--- config.mk ---
export PLATFORM = sky130hd
export DESIGN_NAME = imem_load_ctrl_flat
export DESIGN_NICKNAME = d
export VERILOG_FILES = /design/src/rtl/imem_load_ctrl_if.sv /design/src/rtl/imem_load_ctrl.sv /design/src/flat_wrapper.sv
export SDC_FILE = /design/constraint.sdc
export NUM_CORES = 1
export LEC_CHECK = 0
export ABC_AREA = 1
export BUFFER_PORTS_ARGS = -buffer_cell sky130_fd_sc_hd__buf_2
export CELL_PAD_IN_SITES_DETAIL_PLACEMENT = 0
export CELL_PAD_IN_SITES_GLOBAL_PLACEMENT = 1
export CORE_UTILIZATION = 32
export CTS_BUF_LIST = sky130_fd_sc_hd__clkbuf_8 sky130_fd_sc_hd__clkbuf_16
export DETAILED_ROUTE_END_ITERATION = 12
export GPL_TIMING_DRIVEN = 0
export PLACE_DENSITY_LB_ADDON = 0.05
export SLEW_MARGIN = 15
export SYNTH_ARGS = -nofsm -noshare
export SYNTH_HDL_FRONTEND = slang
export SYNTH_SLANG_ARGS = --single-unit
--- constraint.sdc ---
create_clock -name clk -period 2.8 [get_ports clk]
set_input_delay 0.7 -clock clk [delete_from_list [all_inputs] [get_ports clk]]
set_output_delay 0.7 -clock clk [all_outputs]
set_load 0.005 [all_outputs]
--- src/rtl/imem_load_ctrl_if.sv ---
// rtl/imem_load_ctrl_if.sv - host load stream, imem byte write port and core status bundle
// The controller takes the slave side; the boot/debug host and imem take the master side.
interface imem_load_ctrl_if;
  logic        load_start;
  logic [31:0] load_base;
  logic [7:0]  load_count;
  logic        load_valid;
  logic [31:0] load_data;
  logic        load_ready;
  logic        mem_we;
  logic [31:0] mem_waddr;
  logic [7:0]  mem_wdata;
  logic        core_hold;
  logic        busy;
  logic        done;
  logic        error;

  modport slave (
    input  load_start, load_base, load_count, load_valid, load_data,
    output load_ready, mem_we, mem_waddr, mem_wdata, core_hold, busy, done, error
  );

  modport master (
    output load_start, load_base, load_count, load_valid, load_data,
    input  load_ready, mem_we, mem_waddr, mem_wdata, core_hold, busy, done, error
  );
endinterface

--- src/rtl/imem_load_ctrl.sv ---
// rtl/imem_load_ctrl.sv - program loader: 32-bit host words to little-endian imem byte writes
// Holds core fetch while a load runs and until the first successful load completes.
module imem_load_ctrl #(
  parameter int MEM_BYTES     = 128,
  parameter bit HOLD_AT_RESET = 1'b1
) (
  input logic            clk,
  input logic            reset,
  imem_load_ctrl_if.slave bus
);

  typedef enum logic [2:0] {
    S_IDLE,
    S_ACCEPT,
    S_WRITE,
    S_DONE,
    S_ERR
  } state_t;

  state_t      state, state_n;
  logic [31:0] base_q, base_n;
  logic [7:0]  count_q, count_n;
  logic [7:0]  idx_q, idx_n;
  logic [1:0]  k_q, k_n;
  logic [31:0] word_q, word_n;
  logic        loaded_q, loaded_n;

  // End address is formed one bit wider so a huge base cannot wrap into range.
  logic [32:0] load_end;
  logic        range_bad;
  assign load_end  = {1'b0, bus.load_base} + {23'b0, bus.load_count, 2'b00};
  assign range_bad = (bus.load_base[1:0] != 2'b00) || (load_end > 33'(MEM_BYTES));

  always_ff @(posedge clk) begin
    if (reset) begin
      state    <= S_IDLE;
      base_q   <= 32'd0;
      count_q  <= 8'd0;
      idx_q    <= 8'd0;
      k_q      <= 2'd0;
      word_q   <= 32'd0;
      loaded_q <= !HOLD_AT_RESET;
    end else begin
      state    <= state_n;
      base_q   <= base_n;
      count_q  <= count_n;
      idx_q    <= idx_n;
      k_q      <= k_n;
      word_q   <= word_n;
      loaded_q <= loaded_n;
    end
  end

  always_comb begin
    state_n  = state;
    base_n   = base_q;
    count_n  = count_q;
    idx_n    = idx_q;
    k_n      = k_q;
    word_n   = word_q;
    loaded_n = loaded_q;
    case (state)
      S_IDLE: begin
        if (bus.load_start) begin
          base_n  = bus.load_base;
          count_n = bus.load_count;
          idx_n   = 8'd0;
          if (range_bad)
            state_n = S_ERR;
          else if (bus.load_count == 8'd0)
            state_n = S_DONE;
          else
            state_n = S_ACCEPT;
        end
      end
      S_ACCEPT: begin
        if (bus.load_valid) begin
          word_n  = bus.load_data;
          k_n     = 2'd0;
          state_n = S_WRITE;
        end
      end
      S_WRITE: begin
        k_n = k_q + 2'd1;
        if (k_q == 2'd3) begin
          idx_n   = idx_q + 8'd1;
          state_n = ((idx_q + 8'd1) == count_q) ? S_DONE : S_ACCEPT;
        end
      end
      S_DONE: begin
        loaded_n = 1'b1;
        state_n  = S_IDLE;
      end
      S_ERR: begin
        state_n = S_IDLE;
      end
      default: begin
        state_n = S_IDLE;
      end
    endcase
  end

  // Write port is a pure decode of state and registers, so it changes only on clk.
  logic [31:0] word_shifted;
  always_comb begin
    word_shifted  = word_q >> {k_q, 3'b000};
    bus.mem_we    = (state == S_WRITE);
    bus.mem_waddr = 32'd0;
    bus.mem_wdata = 8'd0;
    if (state == S_WRITE) begin
      bus.mem_waddr = base_q + {22'b0, idx_q, k_q};
      bus.mem_wdata = word_shifted[7:0];
    end
  end

  assign bus.load_ready = (state == S_ACCEPT);
  assign bus.busy       = (state == S_ACCEPT) || (state == S_WRITE);
  assign bus.done       = (state == S_DONE);
  assign bus.error      = (state == S_ERR);
  assign bus.core_hold  = bus.busy || bus.done || !loaded_q;

endmodule

--- src/flat_wrapper.sv ---
// flat-port wrapper written by rule: the top's interface ports become plain ports
module imem_load_ctrl_flat 
#(
  parameter int MEM_BYTES     = 128,
  parameter bit HOLD_AT_RESET = 1'b1
)
  (clk, reset, bus_load_start, bus_load_base, bus_load_count, bus_load_valid, bus_load_data, bus_load_ready, bus_mem_we, bus_mem_waddr, bus_mem_wdata, bus_core_hold, bus_busy, bus_done, bus_error);
  imem_load_ctrl_if bus_i ();
  input logic clk;
  input logic reset;
  input wire logic [$bits(bus_i.load_start)-1:0] bus_load_start;
  input wire logic [$bits(bus_i.load_base)-1:0] bus_load_base;
  input wire logic [$bits(bus_i.load_count)-1:0] bus_load_count;
  input wire logic [$bits(bus_i.load_valid)-1:0] bus_load_valid;
  input wire logic [$bits(bus_i.load_data)-1:0] bus_load_data;
  output wire logic [$bits(bus_i.load_ready)-1:0] bus_load_ready;
  output wire logic [$bits(bus_i.mem_we)-1:0] bus_mem_we;
  output wire logic [$bits(bus_i.mem_waddr)-1:0] bus_mem_waddr;
  output wire logic [$bits(bus_i.mem_wdata)-1:0] bus_mem_wdata;
  output wire logic [$bits(bus_i.core_hold)-1:0] bus_core_hold;
  output wire logic [$bits(bus_i.busy)-1:0] bus_busy;
  output wire logic [$bits(bus_i.done)-1:0] bus_done;
  output wire logic [$bits(bus_i.error)-1:0] bus_error;
  assign bus_i.load_start = bus_load_start;
  assign bus_i.load_base = bus_load_base;
  assign bus_i.load_count = bus_load_count;
  assign bus_i.load_valid = bus_load_valid;
  assign bus_i.load_data = bus_load_data;
  assign bus_load_ready = bus_i.load_ready;
  assign bus_mem_we = bus_i.mem_we;
  assign bus_mem_waddr = bus_i.mem_waddr;
  assign bus_mem_wdata = bus_i.mem_wdata;
  assign bus_core_hold = bus_i.core_hold;
  assign bus_busy = bus_i.busy;
  assign bus_done = bus_i.done;
  assign bus_error = bus_i.error;
  imem_load_ctrl #(.MEM_BYTES(MEM_BYTES), .HOLD_AT_RESET(HOLD_AT_RESET)) u_core (.clk(clk), .reset(reset), .bus(bus_i));
endmodule
# Yosys cells after proc, flatten, opt, wreduce, memory -nomap -nowiden
# Cells that the tools add are included.
# W data, S select, Z words.
[classes]
addsub = 4
mul = 0
div = 0
magnitude_cmp = 1
n_eq_ne = 9
shift = 1
mux = 14
bitwise_logic = 0
reduce_logical = 15
[op_table]
columns = ["operator", "n"]
rows = [
  ["$add A32 B10 Y33", 1],
  ["$gt A33 B8 Y1 const B", 1],
  ["$add A32 B10 Y32", 1],
  ["$mux W32", 1],
  ["$shr A32 B5 Y8", 1],
  ["$mux W8", 3],
  ["$pmux W8 S2", 1],
  ["$mux W3", 4],
  ["$pmux W3 S3", 1],
  ["$add A8 B1 Y8 const B", 1],
  ["$eq A8 B8 Y1", 1],
  ["$logic_not A8 Y1", 1],
  ["$eq A3 B2 Y1 const B", 2],
  ["$mux W2", 3],
  ["$reduce_and A2 Y1", 3],
  ["$reduce_and A3 Y1", 2],
  ["$reduce_bool A2 Y1", 3],
  ["$logic_or A1 B1 Y1", 4],
  ["$ne A2 B2 Y1 const B", 2],
  ["$pmux W2 S2", 1],
  ["$eq A3 B1 Y1 const B", 1],
  ["$eq A3 B3 Y1 const B", 1],
  ["$logic_not A3 Y1", 1],
  ["$add A2 B1 Y2 const B", 1],
  ["3 further kinds", 3],
]
[totals]
regBits = 86
latchBits = 0
ram_bits = 0
romBits = 0
out_inout_bits = 46
wordCells = 51
n_memories = 0

# Logic depth before layout (Yosys ltp)
# Gate-level depths: netlist of the first run.
[depth]
depth_word = 6
ltp_mapped = 19

# Worst setup path before layout of the first run
# OpenSTA, ideal clock, no wires.
[synth_timing]
kind = "register -> output"
from = "reg u_core.idx_q[2]"
to = "out bus_mem_waddr[28]"
arrival_ps = 1968
required_time_ps = 2100
setup_slack_ps = 132
stages_incl_launch_ff = 12
path_buffers = 0
cell_sequence = "dfxtp_1 ha_1 inv_1 nor3_2 nand3_1 o211ai_2 nand3_1 nor2_1 nand4_2 nor3_1 o21ai_0 a21oi_1"
[synth_between]
elab_chain_cells = 2
[synth_rtl]
columns = ["element", "line", "source"]
rows = [
  ["from (decl)", "imem_load_ctrl.sv:23", "logic [7:0] idx_q, idx_n;"],
  ["from (signal assigned)", "imem_load_ctrl.sv:47", "idx_q <= idx_n;"],
  ["$add A32 B10 Y32", "imem_load_ctrl.sv:111", "bus.mem_waddr = base_q + {22'b0, idx_q, k_q};"],
  ["$mux W32", "imem_load_ctrl.sv:110", "if (state == S_WRITE) begin"],
  ["to (decl)", "flat_wrapper.sv:18", "output wire logic [$bits(bus_i.mem_waddr)-1:0] bus_mem_waddr;"],
]
# No other way between the ends.

# Worst setup path in the final report of the first run
[layout_timing]
from = "reg u_core.base_q[0]"
to = "out bus_mem_waddr[26]"
[layout_between]
elab_chain_cells = 2
[layout_rtl]
columns = ["element", "line", "source"]
rows = [
  ["from (decl)", "imem_load_ctrl.sv:21", "logic [31:0] base_q, base_n;"],
  ["from (signal assigned)", "imem_load_ctrl.sv:45", "base_q <= base_n;"],
  ["$add A32 B10 Y32", "imem_load_ctrl.sv:111", ""],
  ["$mux W32", "imem_load_ctrl.sv:110", ""],
]
# No other way between the ends.

==> key figures, run 1 <==
Worst setup path
  • CP required: 2100 ps
  • Most numerous cell on the critical path: nand3_2
  • Crit path kind: flip-flop to output pin
  • Critical path buffers and inverters: 2
  • Critical Path Start Type: flip-flop
  • CP arrival: 2580 ps
  • Crit path cell chain: ha_4, fa_2, nand3_2, nand2_2, nand3_2, o211ai_4, nand3_2, nor2_4, nand4_4, buf_6, nor2_4, nor2_2, nor3_2, buf_2
  • Critical Path End Type: output pin
  • Slowest-stage cell, CP: dfxtp_2
  • CP delay by family, top: simple AND/OR/NAND/NOR gates
  • Max FO, Critical Path: 3
  • Worst path max stage delay: 370 ps

Global routing
  • Global route hottest layer: met2
  • Global-route wire length before repair: 31.9 mm
  • Vias in the first global route: 6,019
  • Initial antenna violation count: 0
  • GRT Total Usage: 22.2%
  • Met3 usage: 3.20%
  • Pin count of the biggest net entering global routing: 18
  • Met1 usage: 30.4%
  • Grt total ovfl: 0
  • GR Util met2: 37.0%

Clocking
  • Max Root-Sink Buffers: 2
  • Clock transition at path regs: 70 ps
  • Total CTS buffers: 9
  • Hold Buf Count CTS: 0
  • TritonCTS clock tree: yes
  • H-Tree Depth: 3
  • CTS Root Cell: clkbuf_16
  • Clock sinks: 86
  • Clk_lat worst skew: 350 ps

Placed design
  • GP Congestion: 0.831
  • Placed cell area: 6800 sq um
  • DP HPWL: 16.5 mm
  • Port bufs: 121

STA
  • Fmax: 305 MHz
  • Min Hold Slack: 472 ps
  • # setup viols final: 27
  • RSZ-0062 raised after global routing: yes
  • Tmin final: 3280 ps
  • Setup Skew: 10.4 ps
  • Setup ws final: -478 ps
  • Worst Tran Pin Value: 616 ps
  • Slew headroom: 58.7%
  • Slew Limit Fails: 0
  • Fin crit share: 117%
  • Final Hold Fails: 0
  • Setup TNS: -7290 ps

Logic synthesis
  • Register bit total from synthesis: 86
  • Synth Flop Type: dfxtp_1
  • Top cells by area, synth: dfxtp_1, nand2_1, nor2_1
  • Synth Area per Inst: 6.10 sq um
  • Sequential share of the synthesized area: 29.2%
  • Top cell type's share of synthesized area: 29.2%
  • Post-Syn Area: 5900 sq um
  • EDFF count, synth: 0
  • Unique cell type count in the Yosys netlist: 37
  • Post-synth ARST share: 0%
  • Cell taking the most area after synthesis: dfxtp_1
  • Yosys warns: 0
  • Synthesized instance count: 967
  • Most numerous cell in the Yosys netlist: nand2_1
  • Post-synth net total: 1,065
  • Top cells by instance count after synthesis: nand2_1, nor2_1, inv_1

Power
  • Switching Share: 35.2%
  • Flop pwr share: 41.4%
  • P_sw: 1.22 mW
  • Max rail drop VDD: 0.350 mV
  • Share of power burned in the clock network: 33.9%
  • PwrDens: 446 nW/um^2
  • Internal power: 2.25 mW
  • Power share of the combinational group: 24.7%
  • Leak: 3.51 nW

Cells and area
  • Share of cells above drive strength 1: 24.6%
  • Layout area overhead: 32.1%
  • Fillers: 2,032
  • Number of inserted diodes: 0
  • Cell area after layout: 7800 sq um
  • Post-layout util: 43.3%
  • Layout Nets: 1,228

Die
  • Die Ht: 138 um
  • Io pins: 122
  • Die X: 138 um
  • Starting density of the core: 32.8%
  • Die footprint: 19,000 sq um
  • Area of the core: 18,000 sq um
  • Cell Rows: 49

Route
  • Initial DRC count: 275
  • Vias/cell: 4.87
  • Final WL: 20.9 mm
  • Routed vias: 6,638
  • Number of remaining DRC errors: 0
  • Avg WL per Cell: 15.3 um
  • Drt pass-1 iters: 5
  • Final ANT Viol Nets: 0

Worst hold path
  • Hold Crit Class: flip-flop to flip-flop

Outcome
  • Status: finished with violations
  • Failing checks: negative setup slack

Job
  • Max Cap Viol: 0
-- layout by cell type, fill, tap and decap left out, drive strengths merged, types with 22 or more instances in the layout --
cell type | synthesis | final
dfxtp | 86 | 86
nor2 | 178 | 178
o21ai | 96 | 96
inv | 112 | 114
nand3 | 67 | 67
a21oi | 96 | 96
nor3 | 22 | 22
nand2 | 193 | 193
clkbuf | 31 | 39
buf | 2 | 155
-- worst register-to-register path: stages (launching register included) --
cell      delay [ps]
dfxtp_1          450
inv_1             60
nor2_1            90
inv_1             50
nor2_1           210
inv_2             80
nor2_1           360
inv_2            180
clkbuf_1         240
nor2_1           190
nor2_1            70
-- flip-flops by register name, summed over array words and instances, names as in the netlist --
register	cells
u_core.idx_q	8
u_core.state	3
u_core.loaded_q	1
u_core.word_q	32
u_core.count_q	8
u_core.base_q	32
u_core.k_q	2
-- cell type report --
class	count	area, sq um	share of cell area, %
Clock buffer	9	225	2.89
Multi-Input combinational cell	736	4030	51.7
Tap cell	229	287	3.68
Clock inverter	7	68.8	0.883
Sequential cell	86	1760	22.5
Timing Repair Buffer	153	880	11.3
Buffer	32	129	1.65
Inverter	112	423	5.42
-- cell families after synthesis --
group                      share of synthesized area, %
AOI/OAI and AO/OA                                  17.8
xor gates and xnor gates                           3.12
adders and majority gates                          4.92
buffers and inverters                              9.24
DFF                                                29.2
and+or+nand+nor                                    35.7
-- metrics by stage --
| stage | instances | setup WS, ps | power (mW) |
|---|---|---|---|
| 2_1_floorplan | 967 | 132 | 1.95 |
| 3_3_place_gp | 1317 | -669 | 2.26 |
| 5_1_grt | 1364 | -620 | 3.69 |
| 4_1_cts | 1348 | -537 | 3.49 |
| 3_5_place_dp | 1317 | -647 | 2.26 |
| 6_report | 1364 | -478 | 3.48 |
-- routing by layer --
metal	share of wire, %	vias up	wire, um
li1	-	3495	-
met1	48	3000	10100
met2	47	133	9790
met3	4.2	10	872
met4	0.86	0	179
met5	0	-	0
-- path summary, 6_finish.rpt --
path | endpoint | startpoint | depth (start not counted) | slack (ps)
min | u_core.count_q[4] | u_core.count_q[4] | 2 | 470
max | bus_mem_waddr[26] | u_core.base_q[0] | 14 | -480
min reg2reg | u_core.count_q[4] | u_core.count_q[4] | 2 | 470
max reg2reg | u_core.word_q[25] | u_core.state[0] | 10 | 700
-- what timing repair did --
item / CTS / global route
endpoints found under the setup margin: 35 / 34
buffers inserted: 16 / 16
resized for setup: 80 / 46
pin swaps: 22 / 21
-- power by group through the flow --
stage | Clock [mW] | Sequential, mW | Combinational, mW
global route | 1.27 | 1.45 | 0.972
global placement | 0 | 1.45 | 0.807
finish | 1.18 | 1.44 | 0.858
CTS | 1.21 | 1.44 | 0.843
detailed placement | 0 | 1.45 | 0.804
floorplan | 0 | 1.43 | 0.522
No activity file was read; power rests on OpenSTA's default activity.
==> inputs of run 2 (changes only) <==
Settings changed: TNS_END_PERCENT set to 5.
==> key figures, run 2 (synthesis results as in run 1) <==
STA
  • Slew Limit Fails: 0
  • # setup viols final: 25
  • Fmax: 315 MHz
  • Setup Skew: 11.1 ps
  • RSZ-0062 raised after global routing: yes
  • Setup ws final: -377 ps
  • Worst Tran Pin Value: 623 ps
  • Fin crit share: 113%
  • Tmin final: 3180 ps
  • Slew headroom: 58.2%
  • Final Hold Fails: 0

Job
  • Max Cap Viol: 0

Worst hold path
  • Hold path start: u_core.count_q[4]
  • Hold Crit Class: flip-flop to flip-flop
  • Hold depth: 2
  • Hold path endpoint: u_core.count_q[4]

Worst setup path
  • Most numerous cell on the critical path: nand3_2
  • Critical Path End Type: output pin
  • Reg2Reg Setup Slack: 690 ps
  • Crit path kind: flip-flop to output pin
  • CP required: 2100 ps
  • Worst path max stage delay: 370 ps
  • CP arrival: 2480 ps
  • R2r worst-path depth: 10
  • Crit path cell chain: ha_4, fa_2, nand3_2, nand2_2, nand3_2, o211ai_4, nand3_2, nor2_4, nand4_4, nor3_2, o21ai_1, a21oi_2, buf_2
  • Slowest-stage cell, CP: dfxtp_2
  • Worst R2R Start: u_core.state[0]
  • Max FO, Critical Path: 4
  • Reg-to-Reg End: u_core.word_q[25]
  • Critical Path Start Type: flip-flop

Cells and area
  • Share of cells above drive strength 1: 21.8%
  • Layout Nets: 1,209
  • Commonest non-fill, non-tap cell in the layout: nand2_1
  • Top flop regs: u_core.base_q x32, u_core.word_q x32
  • Fillers: 2,058
  • Layout area overhead: 27.6%
  • Commonest non-fill, non-tap cells in the layout: nand2_1, nor2_1, buf_2
  • Cell area after layout: 7530 sq um
  • Number of inserted diodes: 0
  • Reg area: 1750 sq um
  • Final cell count without fillers: 1,345
  • Multi-input gate area in the final layout: 3940 sq um

Global routing
  • Vias in the first global route: 5,992
  • Global-route wire length before repair: 31.7 mm
  • Grt total ovfl: 0
  • Pin count of the biggest net entering global routing: 18
  • GRT Total Usage: 22.1%
  • Initial antenna violation count: 0

Placed design
  • GP Congestion: 0.831
  • Placed cell area: 6800 sq um
  • Dpl cells: 1,317
  • Port bufs: 121
  • DP HPWL: 16.5 mm

Route
  • Final WL: 20.6 mm
  • Avg WL per Cell: 15.3 um
  • Drt pass-1 iters: 5
  • Routed vias: 6,528
  • Number of remaining DRC errors: 0
  • Vias/cell: 4.85
  • Final ANT Viol Nets: 0
  • Initial DRC count: 249

Clocking
  • TritonCTS clock tree: yes
  • Max Root-Sink Buffers: 2
  • Hold Buf Count CTS: 0
  • Clock sinks: 86
  • CTS Root Cell: clkbuf_16
  • Total CTS buffers: 9
  • H-Tree Depth: 3
  • Clock transition at path regs: 80 ps
  • Clk_lat worst skew: 350 ps

Die
  • Area of the core: 18,000 sq um
  • Die Ht: 138 um
  • Io pins: 122
  • Cell Rows: 49
  • Die footprint: 19,000 sq um
  • Starting density of the core: 32.8%
  • Die X: 138 um

Outcome
  • Failing checks: negative setup slack
  • Status: finished with violations

Power
  • Final Total Pwr: 3.45 mW
  • Max rail drop VDD: 0.350 mV
  • Leak: 3.37 nW
  • PwrDens: 459 nW/um^2
run 2: cell types whose count changed in the layout (fill, tap and decap cells not counted), sizes merged:
cell / before / now
buf: 155 / 135
clkbuf: 39 / 40
run 2: cell type report:
type,instances,share of cell area [%]
clock buffer,9,2.99
inverter,112,5.62
tap,229,3.81
clock inverter,7,0.914
timing repair buffer,133,9.24
sequential,86,23.3
multi-input combinational,736,52.3
buffer,33,1.81
run 2: worst max path at each step:
stage               startpoint  slack, ps           endpoint  cells past startpoint
3_3_place_gp   u_core.idx_q[2]       -670  bus_mem_waddr[28]                     12
6_report         u_core.k_q[0]       -380  bus_mem_waddr[28]                     13
3_5_place_dp   u_core.idx_q[2]       -650  bus_mem_waddr[28]                     12
5_1_grt        u_core.idx_q[3]       -530  bus_mem_waddr[28]                     12
2_1_floorplan  u_core.idx_q[2]        130  bus_mem_waddr[28]                     11
4_1_cts        u_core.idx_q[5]       -560  bus_mem_waddr[28]                     12
run 2: power by group:
part	switching, mW	total (mW)	internal [mW]
sequential	0.0970	1.44	1.34
clock	0.560	1.18	0.622
combinational	0.553	0.836	0.283
run 2: per-stage QoR:
step	hold slack [ps]	utilization, %	worst slack (ps)	setup TNS [ps]
after floorplan	441	-	132	0
after global placement	454	37.7	-669	-6490
after detailed placement	460	37.7	-647	-6090
after CTS	477	41.2	-558	-5430
after global routing	495	41.8	-532	-8440
final	472	41.8	-377	-5030
run 2: timing repair:
action	in CTS	in global routing
setup buffers	9	3
endpoints found under the setup margin	35	38
gates resized for setup	66	27
pin swaps	13	9
endpoints found under the hold margin	0	0
run 2: worst max-delay path: cells and delay by family, from the launching register on:
family	cells	cell delay [ps]
and+or+nand+nor	7	860
AOI/OAI and AO/OA	3	380
buffers and inverters	1	120
DFF	1	370
adders and majority gates	2	370
run 2: routing by layer:
layer  vias up  GRT usage [%]  share of wire [%]
met4         0           4.47               0.88
met2       127           36.7                 46
met1      2939           30.2                 49
met5         -              0                  0
met3        10           3.20                3.8
li1       3452              -                  -
